[config.mk]
export PLATFORM = sky130hd
export DESIGN_NAME = control_sequencer
export DESIGN_NICKNAME = d
export VERILOG_FILES = /design/src/rtl/control_sequencer.sv
export SDC_FILE = /design/constraint.sdc
export NUM_CORES = 1
export LEC_CHECK = 0
export CAP_MARGIN = 15
export CORE_AREA = 5 5 42 44
export CTS_CLUSTER_DIAMETER = 60
export DETAILED_ROUTE_END_ITERATION = 6
export DIE_AREA = 0 0 47 49
export GPL_TIMING_DRIVEN = 0
export SYNTH_ARGS = -nofsm -noshare
export SYNTH_HDL_FRONTEND = slang
export SYNTH_SLANG_ARGS = --single-unit
[constraint.sdc]
create_clock -name CLOCK -period 2 [get_ports CLOCK]
set_input_delay 0.5 -clock CLOCK [delete_from_list [all_inputs] [get_ports CLOCK]]
set_output_delay 0.5 -clock CLOCK [all_outputs]
set_load 0.05 [all_outputs]
[src/rtl/control_sequencer.sv]
// control_sequencer
//
// Microcoded-style T-state sequencer for a simple 8-bit accumulator machine.
// Walks the fetch cycle (T1..T3) and the execute cycles (T4..T6) of each
// instruction and decodes the bus/load enables combinationally from the
// current T-state and the instruction opcode.
//
// State table
//   state    | meaning
//   ---------+---------------------------------------------------------
//   S_T1     | address: PC drives bus, MAR loads
//   S_T2     | increment: PC advances
//   S_T3     | fetch: RAM drives bus, IR loads
//   S_T4     | execute 1: operand address (LDA/ADD/SUB), OUT transfer, HLT/NOP
//   S_T5     | execute 2: RAM operand into A (LDA) or B (ADD/SUB)
//   S_T6     | execute 3: ALU result into A (ADD/SUB)
//   S_HALTED | machine stopped until RESET
//
// Ports
//   CLOCK        in   system clock, rising edge active
//   RESET        in   asynchronous active-high reset, forces T1
//   OPCODE[3:0]  in   instruction register upper nibble, valid from T4
//   PC_INC       out  program counter increment (active high)
//   _EN_*        out  bus-driver and register-load enables (active low)
//   SUB          out  ALU subtract select (active high)
//   HALT         out  machine halted (active high)
//   T_STATE[5:0] out  one-hot T-state, bit0 = T1; zero when halted

module control_sequencer #(
    parameter logic [3:0] OP_LDA = 4'h0,
    parameter logic [3:0] OP_ADD = 4'h1,
    parameter logic [3:0] OP_SUB = 4'h2,
    parameter logic [3:0] OP_OUT = 4'hE,
    parameter logic [3:0] OP_HLT = 4'hF
) (
    input  logic       CLOCK,
    input  logic       RESET,
    input  logic [3:0] OPCODE,
    output logic       PC_INC,
    output logic       _EN_PC_OUT,
    output logic       _EN_MAR_IN,
    output logic       _EN_RAM_OUT,
    output logic       _EN_IR_IN,
    output logic       _EN_IR_OUT,
    output logic       _EN_A_IN,
    output logic       _EN_A_OUT,
    output logic       _EN_B_IN,
    output logic       _EN_ALU_OUT,
    output logic       _EN_OUT_IN,
    output logic       SUB,
    output logic       HALT,
    output logic [5:0] T_STATE
);

    typedef enum logic [2:0] {
        S_T1     = 3'd0,
        S_T2     = 3'd1,
        S_T3     = 3'd2,
        S_T4     = 3'd3,
        S_T5     = 3'd4,
        S_T6     = 3'd5,
        S_HALTED = 3'd6
    } state_t;

    state_t state;
    state_t state_next;

    logic is_lda;
    logic is_add;
    logic is_sub;
    logic is_out;
    logic is_hlt;

    assign is_lda = (OPCODE == OP_LDA);
    assign is_add = (OPCODE == OP_ADD);
    assign is_sub = (OPCODE == OP_SUB);
    assign is_out = (OPCODE == OP_OUT);
    assign is_hlt = (OPCODE == OP_HLT);

    always_ff @(posedge CLOCK or posedge RESET) begin
        if (RESET) begin
            state <= S_T1;
        end else begin
            state <= state_next;
        end
    end

    always_comb begin
        state_next  = S_T1;
        PC_INC      = 1'b0;
        _EN_PC_OUT  = 1'b1;
        _EN_MAR_IN  = 1'b1;
        _EN_RAM_OUT = 1'b1;
        _EN_IR_IN   = 1'b1;
        _EN_IR_OUT  = 1'b1;
        _EN_A_IN    = 1'b1;
        _EN_A_OUT   = 1'b1;
        _EN_B_IN    = 1'b1;
        _EN_ALU_OUT = 1'b1;
        _EN_OUT_IN  = 1'b1;
        SUB         = 1'b0;
        HALT        = 1'b0;
        T_STATE     = 6'b000000;

        case (state)
            S_T1: begin
                T_STATE    = 6'b000001;
                _EN_PC_OUT = 1'b0;
                _EN_MAR_IN = 1'b0;
                state_next = S_T2;
            end
            S_T2: begin
                T_STATE    = 6'b000010;
                PC_INC     = 1'b1;
                state_next = S_T3;
            end
            S_T3: begin
                T_STATE     = 6'b000100;
                _EN_RAM_OUT = 1'b0;
                _EN_IR_IN   = 1'b0;
                state_next  = S_T4;
            end
            S_T4: begin
                T_STATE = 6'b001000;
                if (is_lda || is_add || is_sub) begin
                    _EN_IR_OUT = 1'b0;
                    _EN_MAR_IN = 1'b0;
                    state_next = S_T5;
                end else if (is_out) begin
                    _EN_A_OUT  = 1'b0;
                    _EN_OUT_IN = 1'b0;
                    state_next = S_T1;
                end else if (is_hlt) begin
                    state_next = S_HALTED;
                end else begin
                    state_next = S_T1;
                end
            end
            S_T5: begin
                T_STATE = 6'b010000;
                // An opcode that changed mid-instruction falls back to T1
                // with nothing enabled rather than finishing a half-decoded op.
                if (is_lda) begin
                    _EN_RAM_OUT = 1'b0;
                    _EN_A_IN    = 1'b0;
                    state_next  = S_T1;
                end else if (is_add || is_sub) begin
                    _EN_RAM_OUT = 1'b0;
                    _EN_B_IN    = 1'b0;
                    state_next  = S_T6;
                end else begin
                    state_next = S_T1;
                end
            end
            S_T6: begin
                T_STATE = 6'b100000;
                if (is_add || is_sub) begin
                    _EN_ALU_OUT = 1'b0;
                    _EN_A_IN    = 1'b0;
                    SUB         = is_sub;
                end
                state_next = S_T1;
            end
            S_HALTED: begin
                HALT       = 1'b1;
                state_next = S_HALTED;
            end
            default: begin
                state_next = S_T1;
            end
        endcase
    end

endmodule

==> impl_results.md <==
* Vias at 443
* Top reg by flops: state
* Min Tclk post-route at 2030 ps
* WP data arrival at 1530 ps
* Post-synth EDFFs at 0
* Reg power frac at 11.7%
* Pint at 457 uW
* Sequential Area at 77.6 um^2
* Largest net degree at the start of global routing at 11
* Fmax at 493 MHz
* Slowest CP cell: or4_4
* Vias/cell at 4.71
* Die Width at 47 um
* Synth Instances at 45
* Status: complete, but fails checks
* Unrepaired setup endpoints after global routing: true
* Residual DRC count at 0
* Average size of a mapped cell at 6.87 um^2
* Initial Util at 22.1%
* Worst VDD drop at 0.000743 V
* Clk pwr share at 9.4%
* Final WL at 1290 um
* CTS buffer count at 3
* Setup TNS at -28.7 ps
* Top FF cell, synth: dfrtp_1
* Switching power at 673 uW
* FFs w/ async S/R, synth at 100%
* Later-pin clock latency in the skew report at 230 ps
* Vias in the first global route at 438
* Setup Slack @ Placement at -1030 ps
* # setup viols final at 1
* Max-cap violation count at 0
* Logic pwr share at 78.9%
* Hold Crit Class: primary input to asynchronous set/reset pin
* Filler cell count in the final layout at 141
* Seq cells post-synth at 3
* Core ar. at 1400 um^2
* Synth unique cells at 23
* Sequential fraction of the synthesis area at 24.3%
* Crit share post-route at 101%
* Biggest regs: state x3
* Startpoint Class: primary input
* Clock root buffer: clkbuf_4
* Clock H-tree levels at 1
* Port Buffers at 24
* Design area at 728 um^2
* CP max stage delay at 490 ps
* Switching part of the total at 59.6%
* Yosys top cell area share at 24.3%
* Synth cell count leaders: 5 x a21oi_1, 4 x inv_1, 4 x o21ai_0
* Initial antenna violation count at 0
* Initial DRC Count at 3
* Core Util, Final at 52.0%
* Multi-input logic area at 283 um^2
* Most frequent cell after synthesis: a21oi_1
* CP Cell Sequence: buf_8 > xor2_4 > a21oi_2 > or4_4 > buf_8
* Die Area at 2300 um^2
* Max-Slew Margin vs Limit at 81.5%
* Worst setup slack after layout at -28.7 ps
* Sink Count at 3
* First-pass GRT wire length at 1970 um
* Power density cells at 1550 nW/um^2
* Longest Clk Path Bufs at 2
* Antenna Nets Post-Route at 0
* Total gr overflow at 0
* Placed cell area at 614 um^2
* 1st-pass router iterations at 2
* Fin. max-slew vios at 0
* Syn. warnings at 0
* Ranking of synthesized cells by area: dfrtp_1 24%, a21oi_1 8.1%, o21ai_0 6.5%
* Synth-to-Final Area Change at 136%
* Most common cell on crit path: buf_8
* Ports at 25
* Row count at 14
* CP max FO at 5
* WS Path Type: primary input to output pin
* Max reg flops at 3
* Syn Std Cell Area at 309 um^2
* TritonCTS clock tree: yes
* Gpl congestion at 0.763
* Dpl cells at 85
* Non-Filler Instances at 94
* Height of the die at 49 um
* CP endpoint kind: output pin
* NumNets Final at 85
* Routed len/inst at 13.8 um
* Final Hold Fails at 0
* Skew final at 4.59 ps
* CTS Hold Buffers Added at 0
* Reg clk slew, reported paths at 40 ps
* Lkg Pwr at 0.000327 uW
* Share of cells above drive strength 1 at 70.5%
* GRT Overall Usage at 11.8%
* Mapped Nets at 51
* Number of diodes at 0
* Measured slew at the worst slew-check pin at 278 ps
* Required @ worst endpoint at 1500 ps
* Synth area leader: dfrtp_1
* Failing checks: setup timing
==> power by group through the flow <==
stage	Sequential [uW]	Combinational [uW]	Clock [uW]
floorplan	114	623	0
global placement	121	881	0
detailed placement	122	882	0
CTS	125	868	114
global route	138	945	119
finish	132	891	107
==> stage by stage <==
stage / hold WS (ps) / total power (uW)
final: 434 / 1130
after global routing: 447 / 1200
after CTS: 427 / 1110
after detailed placement: 579 / 1000
after global placement: 572 / 1000
after floorplan: 254 / 737
==> critical path, delay by kind of cell <==
family / cells / cell delay, ps
AO/OA/AOI/OAI: 1 / 80
XOR/XNOR: 1 / 180
AND/OR/NAND/NOR: 1 / 490
buffers and inverters: 2 / 290
==> what timing repair did <==
item,in CTS,in global routing
pin swaps,2,5
setup buffers,3,3
resized for setup,101,36
setup endpoints to repair,19,14
==> metal layers <==
layer	GRT usage, %	wire, um
met5	0	0
met2	19.7	749
met4	8.29	0
met1	11.7	423
met3	3.32	121
==> cell families after synthesis <==
| kind of cell | Yosys count | synth area share, % |
|---|---|---|
| buf+inv | 8 | 11.3 |
| xor+xnor | 1 | 2.83 |
| compound gates | 10 | 17.0 |
| flops | 3 | 24.3 |
| simple gates | 23 | 44.5 |
==> layout by cell type (no fill, tap or decap), types with 2 or more instances in the layout <==
cell type	n
nand2_2	2
buf_8	4
buf_4	8
clkdlybuf4s15_2	4
dfrtp_2	2
clkbuf_4	3
o21ai_0	4
inv_1	4
nor2_2	2
buf_6	3
nor3_2	2
buf_2	8
a21oi_1	4
and3_2	2
nor3b_2	2
==> cell type report <==
class,count,area share [%]
Multi-Input combinational cell,34,38.8
Inverter,4,2.06
Tap cell,16,2.75
Timing Repair Buffer,30,37.6
Sequential cell,3,10.7
Clock buffer,4,3.61
Buffer,3,4.47
==> worst paths after layout <==
check	from	depth (start not counted)	slack (ps)	endpoint
min in group CLOCK	state[2]$_DFF_PP0_	2	640	state[0]$_DFF_PP0_
max in group asynchronous	RESET	2	1420	state[1]$_DFF_PP0_
hold reg to reg	state[2]$_DFF_PP0_	2	640	state[0]$_DFF_PP0_
setup reg to reg	state[0]$_DFF_PP0_	4	920	state[2]$_DFF_PP0_
hold / removal	RESET	2	430	state[0]$_DFF_PP0_
setup / recovery	OPCODE[0]	5	-30	_EN_A_IN
Note: power is estimated with default switching activity, not from simulation.
==> variant (config.mk and constraints unchanged) <==
Reset style: synchronous (`RESET`), changed in one clocked block. Comments in the files are not updated.
--- a/src/rtl/control_sequencer.sv
+++ b/src/rtl/control_sequencer.sv
@@ -77,7 +77,7 @@
     assign is_out = (OPCODE == OP_OUT);
     assign is_hlt = (OPCODE == OP_HLT);
 
-    always_ff @(posedge CLOCK or posedge RESET) begin
+    always_ff @(posedge CLOCK) begin
         if (RESET) begin
             state <= S_T1;
         end else begin
Function: differs if RESET is asserted again (counterexample within 4 cycles, from zero or initial values and one cycle with RESET high); with RESET held inactive, the same outputs for 10 cycles.
==> variant against the original RTL <==
Final area decreased by 11%. Area after synthesis increased by 15%. Cell count decreased by 8.5%. Routed wire length fell by 22%. Sequential cell count unchanged. Setup slack improved by 0.098 ns. Hold slack improved by 0.14 ns.
Power is left out: it rests on default switching activity, and per cell area and clock period it moved more than threefold.
==> variant: results <==
critical_path:
  worstPathArrival_ns: 1.43
  cp_slowest_cell: "dlygate4sd2_1"
  worst-path-max-fanout: 8
  crit_path_max_incr_delay_ns: 0.28
  path_delay_family: "buffers and inverters"
synthesis:
  syn_avg_cell_area_um2: 8.70
  ys_seq_area_share_pct: 16.8
  async_flop_share_pct: 0
  yosys.area.top_type_share_pct: 16.8
  yosys-top-cells-area: "dfxtp_1 17%, buf_6 9.5%, a31oi_1 8.8%, nor3b_1 6.3%, nor3b_4 5.3%"
  yosysUniqueCellTypes: 24
  netlist_top_cells_count: "5 x a31oi_1, 3 x buf_6, 3 x dfxtp_1, 3 x nand3_1, 3 x nor3b_1"
  synth.net_count: 47
detailed_routing:
  drtPass1Iterations: 1
  drt_iter0_markers: 0
  vias_per_cell: 4.86
  routed_wl_um: 1010
  vias: 418
status:
  status: "complete, no violations"
worst_hold_path:
  worstHoldPathType: "reg2reg"
placement:
  gp_congestion: 0.726
  dp_slack_ns: -0.840
  dp_cells: 81
  postPlaceCellArea_um2: 657
global_routing:
  grt_pass1_wl_um: 1700
  grt_pass1_vias: 395
  antenna_found_initial: 0
  track_usage_pct: 9.92
sta:
  tightest_slew_ns: 0.487
  skew_ns: 0.000630
clock_network:
  cts_buffer_depth: 2
  clk_latency_ns: 0.24
final_layout:
  n_fill_cell: 150
  reg_top3: "state: 3 flops"
  finalNetCount: 77
floorplan:
  initial_utilization_pct: 25.4
variant: changes by cell type in the layout (fill, tap and decap cells not counted), sizes merged, moves of 3 or more:
cell | unedited run | this run
clkbuf | 6 | 10
dfxtp | 0 | 3
dfrtp | 3 | 0
o21ai | 4 | 0
clkdlybuf4s15 | 4 | 7
a21oi | 5 | 0
nand3 | 1 | 4
a31oi | 0 | 5
buf | 24 | 14
variant: final cells by class:
cell class,count,area [um2],area share [%]
multi-input cells,31,278,42.8
repair buffers,25,201,31.0
flip-flops and latches,3,60.1,9.25
plain buffers,5,56.3,8.67
clock buffers,4,26.3,4.05
well taps,16,20.0,3.08
inverters,2,7.51,1.16
variant: tightest hold or removal path: stages (launching register included):
cell and delay, ns:
dfxtp_1 0.31, buf_6 0.14, a211oi_2 0.07
variant: path summary, 6_finish.rpt:
kind              from  endpoint  slack [ns]  depth (start not counted)
max          OPCODE[2]       SUB        0.07                          4
min           state[2]  state[0]        0.57                          2
max reg2reg   state[2]  state[2]        0.83                          5
min reg2reg   state[2]  state[0]        0.57                          2
variant: metal layers:
| metal | GRT usage (%) | vias up | routed length [um] |
|---|---|---|---|
| met5 | 0 | - | 0 |
| met4 | 6.91 | 0 | 17 |
| met3 | 2.58 | 2 | 85 |
| met2 | 13.6 | 16 | 442 |
| met1 | 12.9 | 190 | 460 |
| li1 | - | 210 | - |
variant: cell families (layout without fill, tap and decap cells):
family	after synthesis	in the layout	synth area share [%]
AND/OR/NAND/NOR	21	21	43.9
flip-flops	3	3	16.8
AO/OA/AOI/OAI	9	9	18.9
buffers and inverters	7	36	15.8
XOR/XNOR	1	1	4.56
variant: repair_timing:
action,in CTS,in global routing
pin swaps,2,1
cloned,0,0
setup buffers,1,0
endpoints found under the setup margin,19,12
gates resized for setup,71,23
hold buffers,0,0
hold endpoints to repair,0,0
